`config.mk`:
```
export PLATFORM = sky130hd
export DESIGN_NAME = lcg_stim_gen
export DESIGN_NICKNAME = d
export VERILOG_FILES = /design/src/rtl/lcg_stim_pkg.sv /design/src/rtl/lcg_stim_gen.sv
export SDC_FILE = /design/constraint.sdc
export NUM_CORES = 1
export LEC_CHECK = 0
export ABC_AREA = 1
export ABC_CLOCK_PERIOD_IN_PS = 7700
export BUFFER_PORTS_ARGS = -buffer_cell sky130_fd_sc_hd__buf_2
export CORE_ASPECT_RATIO = 0.7
export CORE_MARGIN = 10
export CORE_UTILIZATION = 58
export CTS_BUF_LIST = sky130_fd_sc_hd__clkbuf_8 sky130_fd_sc_hd__clkbuf_16
export CTS_CLUSTER_DIAMETER = 60
export DETAILED_ROUTE_END_ITERATION = 10
export HOLD_SLACK_MARGIN = 0.05
export PLACE_DENSITY = 0.86
export RECOVER_POWER = 100
export SLEW_MARGIN = 20
export SYNTH_ARGS = -nofsm -noshare
export SYNTH_HDL_FRONTEND = slang
export SYNTH_SLANG_ARGS = --single-unit
```
`constraint.sdc`:
```
create_clock -name clk -period 7.7 [get_ports clk]
set_input_delay 1.155 -clock clk [delete_from_list [all_inputs] [get_ports clk]]
set_output_delay 1.155 -clock clk [all_outputs]
set_load 0.03 [all_outputs]
```
`src/rtl/lcg_stim_pkg.sv`:
```
// Shared definitions for the LCG stimulus generator: the LCG constants,
// the single-step function and the control FSM state encoding.
package lcg_stim_pkg;

    localparam logic [31:0] LCG_MUL = 32'h41C6_4E6D;
    localparam logic [31:0] LCG_INC = 32'h0000_3039;

    typedef enum logic [1:0] {
        IDLE    = 2'd0,
        GEN     = 2'd1,
        PRESENT = 2'd2,
        FIN     = 2'd3
    } state_t;

    // One LCG step: the product is truncated to 32 bits and the add wraps.
    function automatic logic [31:0] lcg_next(input logic [31:0] cur);
        logic [31:0] prod;
        prod = cur * LCG_MUL;
        return prod + LCG_INC;
    endfunction

endpackage

```
`src/rtl/lcg_stim_gen.sv`:
```
// LCG stimulus generator. Each vector is built from NWORDS successive LCG
// states, one per cycle, and then offered on a valid/ready handshake.
// The LCG state survives runs, aborts and done, so consecutive runs
// continue one unbroken sequence until a seed load or a reset.
module lcg_stim_gen
    import lcg_stim_pkg::*;
#(
    parameter int          OUT_W    = 142,
    parameter logic [31:0] DEF_SEED = 32'd1053874332
) (
    input  logic             clk,
    input  logic             rst_n,
    input  logic             seed_load,
    input  logic [31:0]      seed_in,
    input  logic             start,
    input  logic [31:0]      num_vectors,
    input  logic             abort,
    output logic             vec_valid,
    input  logic             vec_ready,
    output logic [OUT_W-1:0] vec_data,
    output logic             busy,
    output logic             done,
    output logic [31:0]      vec_count
);

    localparam int NWORDS = (OUT_W + 31) / 32;
    localparam int IDX_W  = (NWORDS > 1) ? $clog2(NWORDS) : 1;
    localparam logic [IDX_W-1:0] LAST_IDX = IDX_W'(NWORDS - 1);

    state_t           state;
    logic [31:0]      lcg;
    logic [31:0]      lcg_nxt;
    logic [IDX_W-1:0] word_idx;
    logic [31:0]      remaining;
    logic             word_write;
    logic             handshake;

    assign lcg_nxt    = lcg_next(lcg);
    assign word_write = (state == GEN) && !abort;
    assign handshake  = (state == PRESENT) && vec_ready;

    assign vec_valid  = (state == PRESENT);
    assign busy       = (state != IDLE);
    assign done       = (state == FIN);

    // Control path: FSM, LCG state, word index and the run counters.
    always_ff @(posedge clk or negedge rst_n) begin
        if (!rst_n) begin
            state     <= IDLE;
            lcg       <= DEF_SEED;
            word_idx  <= '0;
            remaining <= '0;
            vec_count <= '0;
        end else begin
            case (state)
                IDLE: begin
                    if (seed_load) begin
                        lcg <= seed_in;
                    end
                    if (start) begin
                        remaining <= num_vectors;
                        vec_count <= '0;
                        word_idx  <= '0;
                        state     <= (num_vectors == 32'd0) ? FIN : GEN;
                    end
                end
                GEN: begin
                    if (abort) begin
                        state <= IDLE;
                    end else begin
                        lcg <= lcg_nxt;
                        if (word_idx == LAST_IDX) begin
                            word_idx <= '0;
                            state    <= PRESENT;
                        end else begin
                            word_idx <= word_idx + 1'b1;
                        end
                    end
                end
                PRESENT: begin
                    if (handshake) begin
                        vec_count <= vec_count + 32'd1;
                        remaining <= remaining - 32'd1;
                    end
                    if (abort) begin
                        state <= IDLE;
                    end else if (handshake) begin
                        state <= (remaining == 32'd1) ? FIN : GEN;
                    end
                end
                FIN: begin
                    state <= IDLE;
                end
                default: begin
                    state <= IDLE;
                end
            endcase
        end
    end

    // Data path: drop the fresh LCG state into the word slot being built;
    // bits past OUT_W in the last word simply have no destination.
    always_ff @(posedge clk or negedge rst_n) begin
        if (!rst_n) begin
            vec_data <= '0;
        end else if (word_write) begin
            for (int b = 0; b < OUT_W; b++) begin
                if ((b / 32) == int'(word_idx)) begin
                    vec_data[b] <= lcg_nxt[b % 32];
                end
            end
        end
    end

endmodule

```
Word level (Yosys, flattened, before mapping)

Cells that the tools add are included.

Input port bits: 70
Bits in writable memories: 0
Flip-flop bits (word level): 243
Bits in latches: 0
Logic and storage cells: 69
Output and inout bits: 177
Memories: 0
Bits in read-only memories: 0

Multiplexer cells: 21
Shift-type cells: 0
Bitwise logic cells: 0
Order comparisons: 0
Divide/modulo/power cells: 0
Reductions and logical operators: 18
Eq/ne operators: 15
Multipliers: 1
Add/sub/neg operators: 4

Operators with widths:

| operator                                              | count |
|---|---|
| 2-to-1 mux 32 bit                                     | 6 |
| case mux 32 bit (2 select lines)                      | 3 |
| adder 32 x 1 -> 32 bit (second input constant)        | 1 |
| adder 32 x 14 -> 32 bit (second input constant)       | 1 |
| equality test 32 x 1 -> 1 bit (second input constant) | 1 |
| zero test 32 bit                                      | 1 |
| multiplier 32 x 31 -> 32 bit (second input constant)  | 1 |
| subtractor 32 x 1 -> 32 bit (second input constant)   | 1 |
| 2-to-1 mux 2 bit                                      | 7 |
| AND reduction 3 bit                                   | 4 |
| AND reduction 2 bit                                   | 5 |
| equality test 3 bit (first input constant)            | 3 |
| 2-to-1 mux 3 bit                                      | 3 |
| case mux 2 bit (4 select lines)                       | 1 |
| != test 2 bit (second input constant)                 | 3 |
| != test 3 x 2 -> 1 bit (second input constant)        | 2 |
| case mux 3 bit (2 select lines)                       | 1 |
| nonzero test 2 bit                                    | 3 |
| equality test 2 bit (second input constant)           | 2 |
| adder 3 x 1 -> 3 bit (second input constant)          | 1 |
| equality test 2 x 3 -> 1 bit (first input constant)   | 1 |
| equality test 3 bit (second input constant)           | 1 |
| zero test 3 bit                                       | 1 |
| equality test 2 x 1 -> 1 bit (second input constant)  | 1 |
| 4 further kinds                                       | 5 |

Longest topological paths before layout

Word-level depth: 5
Gate-level depth with buffers: 30
Gate-level depth less buffers: 30

Least setup slack after synthesis

OpenSTA, ideal clock, no wires.

Kind: reg2reg
From: register lcg[7]
To: register lcg[24]
Period minus slack after synthesis: 6061 ps
Buffers on the path: 0
Required time: 7584 ps
Data arrival time: 5945 ps
Setup time: 116 ps
Setup slack: 1639 ps
Stages on the path, launching flop included: 26
Cell sequence: dfstp_2 ha_1 xor2_1 ha_1 o21bai_1 fa_1 inv_1 fa_1 fa_1 inv_1 fa_1 fa_1 inv_1 fa_1 inv_1 ha_1 a21oi_1 o21ai_0 a21oi_1 nand3_1 a21o_1 or2_2 nand2_1 nand2_1 nand2_1 nand2_1

Cells in the longest elaborated chain, start to end: 4

RTL lines:

| element                          | RTL line           | text |
|---|---|---|
| from (decl)                      | lcg_stim_gen.sv:31 | `logic [31:0] lcg;` |
| from (signal assigned)           | lcg_stim_gen.sv:58 | `lcg <= seed_in;` |
| from (signal assigned)           | lcg_stim_gen.sv:71 | `lcg <= lcg_nxt;` |
| multiplier 32 x 31 -> 32 bit     | lcg_stim_pkg.sv:18 | `prod = cur * LCG_MUL;` |
| adder 32 x 14 -> 32 bit          | lcg_stim_pkg.sv:19 | `return prod + LCG_INC;` |
| 2-to-1 mux 32 bit                | lcg_stim_gen.sv:68 | `if (abort) begin` |
| case mux 32 bit (2 select lines) | lcg_stim_gen.sv:55 | `case (state)` |

Every way passes these cells. The select of a mux whose other input is x is not followed.
A chain may end at the register's enable or synchronous reset.

Worst setup path after layout

From: register state[0]
To: register lcg[15]

Cells in the longest elaborated chain, start to end: 3
Elaborated cells between the ends (all ways): 7
Those cells by class: eq/ne (3); mux (1); reduce/logical (3)

RTL lines:

| element                                                                     | RTL line           | text |
|---|---|---|
| from (decl)                                                                 | lcg_stim_gen.sv:30 | `state_t state;` |
| from (signal assigned)                                                      | lcg_stim_gen.sv:64 | `state <= (num_vectors == 32'd0) ? FIN : GEN;` |
| from (signal assigned)                                                      | lcg_stim_gen.sv:88 | `state <= (remaining == 32'd1) ? FIN : GEN;` |
| equality test 2 x 1 -> 1 bit / zero test 2 bit (equally long branches)      | lcg_stim_gen.sv:55 |  |
| != test 2 bit (no source line) / nonzero test 2 bit (equally long branches) | n/a                |  |
| AND reduction 3 bit (no source line)                                        | n/a                |  |

Several ways; a longest one is shown, not always the timed one.

==> flow_results.org <==
** Timing
- Final setup violation count :: 0
- Achievable Freq :: 135.6 MHz
- Summed negative setup slack over all endpoints :: 0 ps
- Final period utilization :: roughly 96%
- Final Slew Violations :: 496
- At the pin with the least slew margin, the transition time is 5569 ps.
- Final Critical Period :: 7375 ps
- Layout Skew :: ~20 ps
- Count of final hold-check violations :: 0
- In this run the tightest slew margin relative to its limit is -271.3%.
- Unrepaired setup endpoints after global routing :: no

** Place
- Routability congestion estimate from global placement :: 1.003
- Port bufs :: 246
- Summed over all nets, the half-perimeter wirelength after detailed placement is 54610 um.

** Logic synthesis
- The commonest cells after synthesis are sky130_fd_sc_hd__inv_1 (543), sky130_fd_sc_hd__nand2_1 (400), sky130_fd_sc_hd__dfrtp_1 (227).
- The synthesized netlist devotes between 10% and 20% of its cell area to compound gates.
- After synthesis, flip-flops and latches occupy 29.49% of the total area.
- Netlist area before placement :: 20680 um^2
- Measured against the total synthesized area, the mux share comes to 0.04839%.
- Synth Area in Adders :: 31.47%
- Most common cell in the synthesized netlist :: sky130_fd_sc_hd__inv_1
- #FFs+latches synth :: 243
- In this run, synthesis inferred 0 flip-flops with an integrated enable.
- Cell type with the highest aggregate area in the netlist :: sky130_fd_sc_hd__dfrtp_1
- Average size of a mapped cell :: 8.512 um^2
- Summed over its instances, the top area cell type makes up 27.46% of the synthesized netlist area.
- Proportion of register bits with asynchronous set or reset after synthesis :: 100.0%
- Among all flip-flop cells after synthesis, the most frequent one is sky130_fd_sc_hd__dfrtp_1.
- Cells after Synth :: 2430
- Summing the areas of all xor and xnor instances in the mapped netlist gives under 10% of the synthesized area.
- Warnings, synthesis :: 0
- Number of library cell types mapped by synthesis :: 51
- Post-Synth Simple-Gate Area :: roughly 16%
- Leading cell types by total area after synthesis :: sky130_fd_sc_hd__dfrtp_1 (27%), sky130_fd_sc_hd__fa_1 (19%), sky130_fd_sc_hd__ha_1 (13%)
- Dominant combinational cell family by area after synthesis :: adder cells
- Total nets after synthesis :: 2905

** Global routing
- The first global-routing pass estimated between 100000 and 150000 um of wire.
- Initial antenna violation count :: 2
- Entering global routing, the biggest net connects around 100 pins.
- The via count of the first global-routing pass is around 19000.
- The total overflow left after global routing is 0.
- Overall Global Routing Usage :: 30.94%

** Worst setup path
- Along the worst path, the maximum fanout reaches 51.
- For the worst setup path, the data required time is 8120 ps.
- At the worst endpoint, the arrival time is between 7000 and 8000 ps.
- The worst register-to-register path has a depth of 9.
- Crit. End Element :: register
- WS Path Type :: register to register
- Category of the worst setup path launch point :: register

** Run status
- The checks that failed: max-capacitance violations, max-slew violations.
- The flow ran to the end, but the final reports show violations.

** Min path
- Worst hold path type :: register to register
- Number of instances on the worst hold path :: 2

** Clocking
- H-tree depth reported by CTS :: 1
- TritonCTS built the clock tree.
- Counting along the longest clock path gives a buffer depth of 3.
- Clock tree synthesis found a total of 243 sinks.
- Worst-path clk slew :: 70 ps
- Total clock buffers created by CTS :: 27
- The later pin in the worst-skew pair is clocked with a latency of 560 ps.
- Clk root buf :: sky130_fd_sc_hd__clkbuf_16
- Post-CTS timing repair inserted 0 buffers for setup.

** Route
- The first TritonRoute pass finished after 6 iterations.
- Detailed Route WL :: 67500 um
- The detailed router finished its first iteration with roughly 1900 violations.
- Across all layers, the routed design uses 17980 vias.
- Dividing the detail-routed wire length by the instance count gives about 21 um.
- In the routed layout, each cell is associated on average with a via count of 5.702.
- The detail route stage leaves a number of antenna-violating nets equal to 0.
- DRC violation count after routing :: 0

** Finish
- The filler cells instantiated in the layout total between 2000 and 3000.
- Number of nets in the layout :: 3133
- Area delta synth->final :: 11.15%
- In the final layout, the share of cells above drive strength 1 is 6.087%.
- Final standard cell utilization of the core :: 65.79%

** Floorplanning
- The initial utilization of the core area, before any placement, comes to between 50 and 60%.
- Die footprint :: 43740 um^2
- Number of top-level design ports :: 247
- The core region is 34950 um^2.
- Row count :: 57
- Chip Width :: 245.7 um
- The die is 178 um tall.

** Job
- The tool flagged a number of max-cap violations equal to 9.
## cell usage in the layout, fill, tap and decap left out, types with 4 or more instances in the layout
cell	count
sky130_fd_sc_hd__a21o_1	7
sky130_fd_sc_hd__a21oi_1	68
sky130_fd_sc_hd__a31oi_1	19
sky130_fd_sc_hd__buf_2	70
sky130_fd_sc_hd__buf_4	4
sky130_fd_sc_hd__clkbuf_1	180
sky130_fd_sc_hd__clkbuf_16	27
sky130_fd_sc_hd__clkinv_1	6
sky130_fd_sc_hd__clkinv_8	4
sky130_fd_sc_hd__clkinvlp_4	6
sky130_fd_sc_hd__dfrtp_1	227
sky130_fd_sc_hd__dfstp_2	14
sky130_fd_sc_hd__fa_1	192
sky130_fd_sc_hd__ha_1	213
sky130_fd_sc_hd__inv_1	546
sky130_fd_sc_hd__inv_2	4
sky130_fd_sc_hd__nand2_1	404
sky130_fd_sc_hd__nand3_1	70
sky130_fd_sc_hd__nand3b_1	5
sky130_fd_sc_hd__nand4_1	27
sky130_fd_sc_hd__nor2_1	168
sky130_fd_sc_hd__nor3_1	29
sky130_fd_sc_hd__nor3b_1	4
sky130_fd_sc_hd__nor4_1	13
sky130_fd_sc_hd__o211ai_1	22
sky130_fd_sc_hd__o21ai_0	220
sky130_fd_sc_hd__o21bai_1	6
sky130_fd_sc_hd__o22ai_1	14
sky130_fd_sc_hd__o31ai_1	9
sky130_fd_sc_hd__or2_2	7
sky130_fd_sc_hd__xnor2_1	21
sky130_fd_sc_hd__xor2_1	30
## worst max-delay path: stages (launching register included)
cell                       delay [ps]
sky130_fd_sc_hd__dfrtp_1          370
sky130_fd_sc_hd__inv_1            100
sky130_fd_sc_hd__nor2_4            80
sky130_fd_sc_hd__clkbuf_1        1960
sky130_fd_sc_hd__inv_1           1170
sky130_fd_sc_hd__nor2_1           970
sky130_fd_sc_hd__a21oi_4          290
sky130_fd_sc_hd__inv_1           1340
sky130_fd_sc_hd__o211ai_1         570
sky130_fd_sc_hd__o21ai_0          310
## registers in the layout (all words and copies together), names as in the netlist
name,cells
lcg,32
remaining,32
state,2
vec_count,32
vec_data,142
word_idx,3
## cell type report
class | count | area (um^2) | share of cell area [%]
clock buffers | 29 | 703.2 | 3.058
clock inverters | 20 | 250.2 | 1.088
well taps | 472 | 590.6 | 2.569
flip-flops and latches | 243 | 6101 | 26.53
multi-input cells | 1576 | 12200 | 53.05
inverters | 556 | 2087 | 9.077
diodes | 3 | 7.507 | 0.03265
repair buffers | 254 | 1056 | 4.593
## worst paths after layout
check | start | endpoint | slack [ps]
max | state[0] | lcg[15] | 330
min | vec_data[64] | vec_data[64] | 490
max reg2reg | state[0] | lcg[15] | 330
min reg2reg | vec_data[64] | vec_data[64] | 490
max in group asynchronous | rst_n | lcg[17] | 1900
min in group asynchronous | rst_n | vec_data[135] | 2630
## what timing repair did
item | 4_1_cts | 5_1_grt
hold buffers | 0 | 0
gates resized for setup | 0 | 1
setup endpoints to repair | 0 | 1
## metrics by stage
| stage | cells | worst slack [ps] | cell area [um^2] | hold WS (ps) |
|---|---|---|---|---|
| 2_1_floorplan | 2430 | 1639 | 20680 | 449.3 |
| 3_3_place_gp | 3101 | 485.0 | 22360 | 460.4 |
| 3_5_place_dp | 3101 | 402.3 | 22360 | 468.5 |
| 4_1_cts | 3150 | 366.5 | 23320 | 484.7 |
| 5_1_grt | 3152 | 157.0 | 22990 | 515.1 |
| 6_report | 3153 | 325.3 | 22990 | 486.0 |
## metal layers
metal  vias to the layer above  GRT usage [%]  part of all wire [%]
li1                       8067              -                     -
met4                         0          9.054                   3.5
met5                         -              0                     0
met1                      8790          42.03                    42
met2                       983          48.10                    44
met3                       138          8.144                    11
## logic make-up after synthesis
kind of cell,Yosys count
multiplexers,1
AO/OA/AOI/OAI,375
buffers and inverters,611
XOR/XNOR,51
AND/OR/NAND/NOR,744
adder cells (fa/ha/maj),405
flip-flops,243
Power is left out: the tool's default activity adds up to more than one toggle a clock period on the data nets, which glitch-free logic cannot reach.
